## src/rtl/toy_fp_issue_queue_pkg.sv

```systemverilog
// Shared types for the FP issue queue: EU op payload and queue sizing.
// Latency: n/a (types and constants only).
// Backpressure: n/a.
package toy_fp_issue_queue_pkg;

  // Number of pipeline stages inside the FP execution unit.
  localparam int FP_STAGES   = 3;
  // Issue queue depth used by the core top level.
  localparam int FP_IQ_DEPTH = 4;

  typedef enum logic [1:0] {
    EU_OP_ADD = 2'd0,
    EU_OP_SUB = 2'd1,
    EU_OP_MUL = 2'd2,
    EU_OP_CMP = 2'd3
  } eu_op_e;

  // Op payload handed from FP dispatch to the FP execution unit.
  typedef struct packed {
    eu_op_e      op;
    logic [4:0]  rd;
    logic [31:0] rs1_dat;
    logic [31:0] rs2_dat;
  } eu_pkg;

endpackage

```

## src/rtl/toy_fp_issue_queue_if.sv

```systemverilog
// Valid/ready op channel carrying one eu_pkg payload.
// Latency: none (wires only).
// Backpressure: master holds vld/pld until rdy is seen high.
interface toy_fp_issue_queue_if;
  import toy_fp_issue_queue_pkg::*;

  logic  vld;
  logic  rdy;
  eu_pkg pld;

  modport master (output vld, output pld, input rdy);
  modport slave  (input vld, input pld, output rdy);

endinterface

```

## src/rtl/toy_fp_issue_queue_wrap_ptr.sv

```systemverilog
// Circular pointer for a DEPTH-entry flop array, wrapping at DEPTH-1 by compare.
// Latency: pointer updates one clock after inc/clr.
// Backpressure: none; clear has priority over increment.
module toy_wrap_ptr #(
  parameter  int DEPTH = 4,
  localparam int PTR_W = $clog2(DEPTH)
) (
  input  logic             clk,
  input  logic             rst_n,
  input  logic             i_inc,
  input  logic             i_clr,
  output logic [PTR_W-1:0] o_ptr
);

  logic [PTR_W-1:0] r_ptr;

  // Advance by one, wrapping explicitly so non power-of-two depths work.
  always_ff @(posedge clk) begin
    if (!rst_n) begin
      r_ptr <= '0;
    end else if (i_clr) begin
      r_ptr <= '0;
    end else if (i_inc) begin
      r_ptr <= (r_ptr == PTR_W'(DEPTH - 1)) ? '0 : r_ptr + PTR_W'(1);
    end
  end

  assign o_ptr = r_ptr;

endmodule

```

## src/rtl/toy_fp_issue_queue.sv

```systemverilog
// In-order op FIFO between FP dispatch and the FP EU; flush drops all entries.
// Latency: 1 cycle push-to-head; 0 cycles on an empty queue when TOY_FP_IQ_BYPASS_EN is defined.
// Backpressure: in_rdy = !full only (no pop-through), so no rdy-to-rdy combinational path.
module toy_fp_issue_queue
  import toy_fp_issue_queue_pkg::*;
#(
  parameter  int DEPTH = FP_IQ_DEPTH,
  localparam int CNT_W = $clog2(DEPTH + 1),
  localparam int PTR_W = $clog2(DEPTH)
) (
  input  logic                  clk,
  input  logic                  rst_n,
  input  logic                  i_flush,
  toy_fp_issue_queue_if.slave   i_disp,
  toy_fp_issue_queue_if.master  o_eu,
  output logic [CNT_W-1:0]      o_iq_cnt,
  output logic                  o_iq_full,
  output logic                  o_iq_empty
);

  eu_pkg            r_mem [DEPTH];
  logic [CNT_W-1:0] r_cnt;
  logic [PTR_W-1:0] w_rd_ptr;
  logic [PTR_W-1:0] w_wr_ptr;
  logic             w_full;
  logic             w_empty;
  logic             w_push;
  logic             w_pop;
  logic             w_bypass;
  logic             w_wr_en;
  logic             w_rd_inc;

  assign w_full  = (r_cnt == CNT_W'(DEPTH));
  assign w_empty = (r_cnt == '0);

  // Ready looks only at occupancy; a flush cycle still reports !full.
  assign i_disp.rdy = !w_full;
  assign w_push     = i_disp.vld & !w_full;

`ifdef TOY_FP_IQ_BYPASS_EN
  // Empty queue forwards the incoming op straight to the EU; it is never stored.
  assign w_bypass = w_empty & i_disp.vld & o_eu.rdy & !i_flush;
  assign o_eu.vld = !w_empty | i_disp.vld;
  assign o_eu.pld = w_empty ? i_disp.pld : r_mem[w_rd_ptr];
`else
  assign w_bypass = 1'b0;
  assign o_eu.vld = !w_empty;
  assign o_eu.pld = r_mem[w_rd_ptr];
`endif

  // A stored entry leaves only when one exists; bypassed ops never touch storage.
  assign w_pop    = !w_empty & o_eu.rdy;
  assign w_wr_en  = w_push & !w_bypass & !i_flush;
  assign w_rd_inc = w_pop & !i_flush;

  toy_wrap_ptr #(.DEPTH(DEPTH)) u_wr_ptr (
    .clk   (clk),
    .rst_n (rst_n),
    .i_inc (w_wr_en),
    .i_clr (i_flush),
    .o_ptr (w_wr_ptr)
  );

  toy_wrap_ptr #(.DEPTH(DEPTH)) u_rd_ptr (
    .clk   (clk),
    .rst_n (rst_n),
    .i_inc (w_rd_inc),
    .i_clr (i_flush),
    .o_ptr (w_rd_ptr)
  );

  // Occupancy: flush clears, push-only counts up, pop-only counts down.
  always_ff @(posedge clk) begin
    if (!rst_n) begin
      r_cnt <= '0;
    end else if (i_flush) begin
      r_cnt <= '0;
    end else if (w_wr_en && !w_pop) begin
      r_cnt <= r_cnt + CNT_W'(1);
    end else if (!w_wr_en && w_pop) begin
      r_cnt <= r_cnt - CNT_W'(1);
    end
  end

  // Payload storage is not reset; contents only matter while counted.
  always_ff @(posedge clk) begin
    if (rst_n && w_wr_en) begin
      r_mem[w_wr_ptr] <= i_disp.pld;
    end
  end

  assign o_iq_cnt   = r_cnt;
  assign o_iq_full  = w_full;
  assign o_iq_empty = w_empty;

endmodule

```

## src/flat_wrapper.sv

```systemverilog
// flat-port wrapper written by rule: the top's interface ports become plain ports
module toy_fp_issue_queue_flat import toy_fp_issue_queue_pkg::*;
#(
  parameter  int DEPTH = FP_IQ_DEPTH,
  localparam int CNT_W = $clog2(DEPTH + 1),
  localparam int PTR_W = $clog2(DEPTH)
)
  (clk, rst_n, i_flush, o_iq_cnt, o_iq_full, o_iq_empty, i_disp_vld, i_disp_pld, i_disp_rdy, o_eu_vld, o_eu_pld, o_eu_rdy);
  toy_fp_issue_queue_if i_disp_i ();
  toy_fp_issue_queue_if o_eu_i ();
  input  logic clk;
  input  logic rst_n;
  input  logic i_flush;
  output logic [CNT_W-1:0] o_iq_cnt;
  output logic o_iq_full;
  output logic o_iq_empty;
  input wire logic [$bits(i_disp_i.vld)-1:0] i_disp_vld;
  input wire logic [$bits(i_disp_i.pld)-1:0] i_disp_pld;
  output wire logic [$bits(i_disp_i.rdy)-1:0] i_disp_rdy;
  output wire logic [$bits(o_eu_i.vld)-1:0] o_eu_vld;
  output wire logic [$bits(o_eu_i.pld)-1:0] o_eu_pld;
  input wire logic [$bits(o_eu_i.rdy)-1:0] o_eu_rdy;
  assign i_disp_i.vld = i_disp_vld;
  assign i_disp_i.pld = i_disp_pld;
  assign i_disp_rdy = i_disp_i.rdy;
  assign o_eu_vld = o_eu_i.vld;
  assign o_eu_pld = o_eu_i.pld;
  assign o_eu_i.rdy = o_eu_rdy;
  toy_fp_issue_queue #(.DEPTH(DEPTH)) u_core (.clk(clk), .rst_n(rst_n), .i_flush(i_flush), .i_disp(i_disp_i), .o_eu(o_eu_i), .o_iq_cnt(o_iq_cnt), .o_iq_full(o_iq_full), .o_iq_empty(o_iq_empty));
endmodule
```

## config.mk

```make
export PLATFORM = sky130hd
export DESIGN_NAME = toy_fp_issue_queue_flat
export DESIGN_NICKNAME = d
export VERILOG_FILES = /design/src/rtl/toy_fp_issue_queue_pkg.sv /design/src/rtl/toy_fp_issue_queue_if.sv /design/src/rtl/toy_fp_issue_queue_wrap_ptr.sv /design/src/rtl/toy_fp_issue_queue.sv /design/src/flat_wrapper.sv
export SDC_FILE = /design/constraint.sdc
export NUM_CORES = 1
export LEC_CHECK = 0
export CAP_MARGIN = 20
export CELL_PAD_IN_SITES_DETAIL_PLACEMENT = 1
export CELL_PAD_IN_SITES_GLOBAL_PLACEMENT = 2
export CORE_MARGIN = 1.5
export CORE_UTILIZATION = 29
export DETAILED_ROUTE_END_ITERATION = 8
export PLACE_DENSITY_LB_ADDON = 0.1
export RECOVER_POWER = 100
export SLEW_MARGIN = 20
export SYNTH_ARGS = -nofsm -noshare
export SYNTH_HDL_FRONTEND = slang
export SYNTH_SLANG_ARGS = --single-unit
```

## constraint.sdc

```tcl
create_clock -name clk -period 4.1 [get_ports clk]
set_clock_uncertainty 0.1 [all_clocks]
set_input_delay 0.82 -clock clk [delete_from_list [all_inputs] [get_ports clk]]
set_output_delay 0.82 -clock clk [all_outputs]
set_load 0.03 [all_outputs]
```

==> flow_metrics.py <==
metrics = {
    "outcome": {
        "status": "complete, no violations",
    },
    "synth": {
        "synth_seq_area_share_pct": 81.4,
        "synthCells": 423,
        "syn_area_mm2": 0.0107,
        "ys_ff_latch": 293,
        "synth_cell_types": 26,
        "yosysWarnings": 0,
        "synth_nets": 506,
        "syn_avg_cell_area_um2": 25.3,
    },
    "route": {
        "num_vias": 5002,
        "drt_iter0_markers": 173,
        "vias_per_cell": 4.51,
        "wirelength_mm": 23.6,
        "drcViolationCount": 0,
        "postRouteAntennaNets": 0,
        "drtPass1Iterations": 4,
        "routedWlPerCell_um": 21.3,
    },
    "timing": {
        "relSlewSlack_pct": 15.6,
        "setup_tns_ps": 0,
        "setup_ws_ps": 321,
        "max_slew.worst_pin.slew_ps": 1270,
        "finalHoldViolCount": 0,
        "max_freq_mhz": 265,
        "slew_viol_final": 0,
        "finalCriticalPeriod_ps": 3780,
        "finalCritPeriodShare_pct": 92.2,
        "rsz0062_at_grt": "no",
        "finalSetupViolCount": 0,
    },
    "worst_setup_path": {
        "required_ps": 3180,
        "startpoint_type": "register",
        "path_max_fanout": 25,
        "critPathArrivalTime_ps": 2860,
        "crit_type": "reg -> out",
        "rr_worst_depth": 4,
        "crit_path_end_kind": "output port",
    },
    "clock_network": {
        "clock_path_buffers": 3,
        "post_cts_buffers": 0,
        "clkSlewWorstSetupHoldPaths_ps": 50,
        "cts.sinks": 293,
        "ctsResizeCount": 0,
        "h-tree-depth": 2,
        "cts_tree": "yes",
        "numCtsBuffers": 35,
        "ctsRootBufferMaster": "clkbuf_16",
        "hold_buffers": 0,
        "insertion_delay_ps": 500,
    },
    "grt": {
        "grtUsageTotal_pct": 12.8,
        "grt_pass1_wl_mm": 36.2,
        "grt_pass1_vias": 5836,
        "grt_start_max_net_pins": 72,
        "antenna_found_initial": 5,
        "gr-total-overflow": 0,
    },
    "finish": {
        "fin_nets": 695,
        "stdcell_count": 1110,
        "area_growth_syn_to_layout_pct": 30.8,
        "final_common_cell": "edfxtp_1",
        "layout-drive-gt1-share_pct": 22.1,
        "finalCoreUtilization_pct": 38.4,
        "layout_common_cells": "284 x edfxtp_1, 118 x dlygate4sd3_1, 71 x mux4_2",
    },
    "pwr": {
        "peakVddDrop_mv": 0.263,
        "power.density_mw_per_mm2": 482,
        "p_leak_uw": 0.00442,
    },
    "floorplan": {
        "rows": 70,
        "start_util_pct": 29.3,
        "die_h_um": 195,
        "die_w_um": 195,
        "die_area_mm2": 0.0380,
        "io_pins": 154,
        "coreArea_mm2": 0.0364,
    },
    "place": {
        "gp_congestion": 0.663,
        "dpl_worst_slack_ps": 820,
        "place_inst": 1043,
        "dp_hpwl_mm": 14.3,
        "port_buffers": 153,
    },
    "min_path": {
        "holdCritPathClass": "reg -> reg",
        "min_path_cells": 2,
    },
    "run": {
        "cap_violations": 0,
    },
}
==> registers in the layout (all words and copies together) (netlist names), named ones only <==
name,flops
u_core.o_iq_cnt,3
u_core.u_rd_ptr.o_ptr,2
u_core.r_mem,284
u_core.u_wr_ptr.o_ptr,2
==> Yosys cell counts <==
cell,n,area [um2]
a21oi_1,2,10.0
and2_4,1,8.76
and3_1,4,25.0
buf_2,9,45.0
clkbuf_1,8,30.0
dfxtp_1,9,180
edfxtp_1,284,8530
fa_1,1,20.0
ha_1,6,75.1
inv_1,4,15.0
inv_2,1,3.75
mux2i_1,1,10.0
mux4_2,71,1600
nand2_1,2,7.51
nand2b_1,1,6.26
nand3_1,1,5.00
nand4_1,2,12.5
nor2_1,3,11.3
nor2b_1,2,12.5
o21ai_0,1,5.00
o21ai_1,1,5.00
o31ai_1,1,7.51
o31ai_2,2,25.0
or3_1,3,18.8
or3b_1,1,8.76
xor2_1,2,17.5
==> cells by family after synthesis <==
group,share of synthesized area (%)
AO/OA/AOI/OAI,0.491
multiplexers,15.0
adder cells (fa/ha/maj),0.889
flip-flops,81.4
AND/OR/NAND/NOR,1.09
XOR/XNOR,0.164
buffers and inverters,0.878
==> cell type report <==
class	instances	area, um2
antenna	4	10.0
clock buffer	37	905
clock inverter	26	233
fill	3489	22400
inverter	5	18.8
multi-input combinational	108	1890
sequential	293	8720
tap	468	586
timing repair buffer	169	1630
==> final timing paths <==
path | start | end | slack [ps]
setup / recovery | register | o_eu_pld[9] | 320
hold / removal | u_core.u_rd_ptr.o_ptr[0] | register | 400
setup reg to reg | u_core.o_iq_cnt[1] | u_core.r_mem[0][32] | 860
hold reg to reg | u_core.u_rd_ptr.o_ptr[0] | register | 400
==> per-layer routing <==
metal,track usage (%),wire (um),vias up
li1,-,-,2200
met1,15.6,9890,2623
met2,21.4,11600,129
met3,4.16,1530,48
met4,4.08,571,2
met5,0,11,-
==> critical path, stage by stage, from the launching register on <==
cell           delay, ps
dfxtp_4              700
clkbuf_2             400
mux4_2               540
dlygate4sd3_1        700
==> power breakdown <==
part	switching, uW	internal (uW)	leakage [uW]
Combinational	210	173	0.00121
Sequential	18.0	3320	0.00264
Clock	1170	1850	0.000568
==> metrics by stage <==
step	power, uW	area, um2	hold WS (ps)
final	6740	14000	403
after global placement	3810	12900	371
after floorplan	3600	10700	355
after global routing	6960	14000	427
after CTS	6900	14100	402
after detailed placement	3830	12900	391
(Power assumes the default switching activity.)
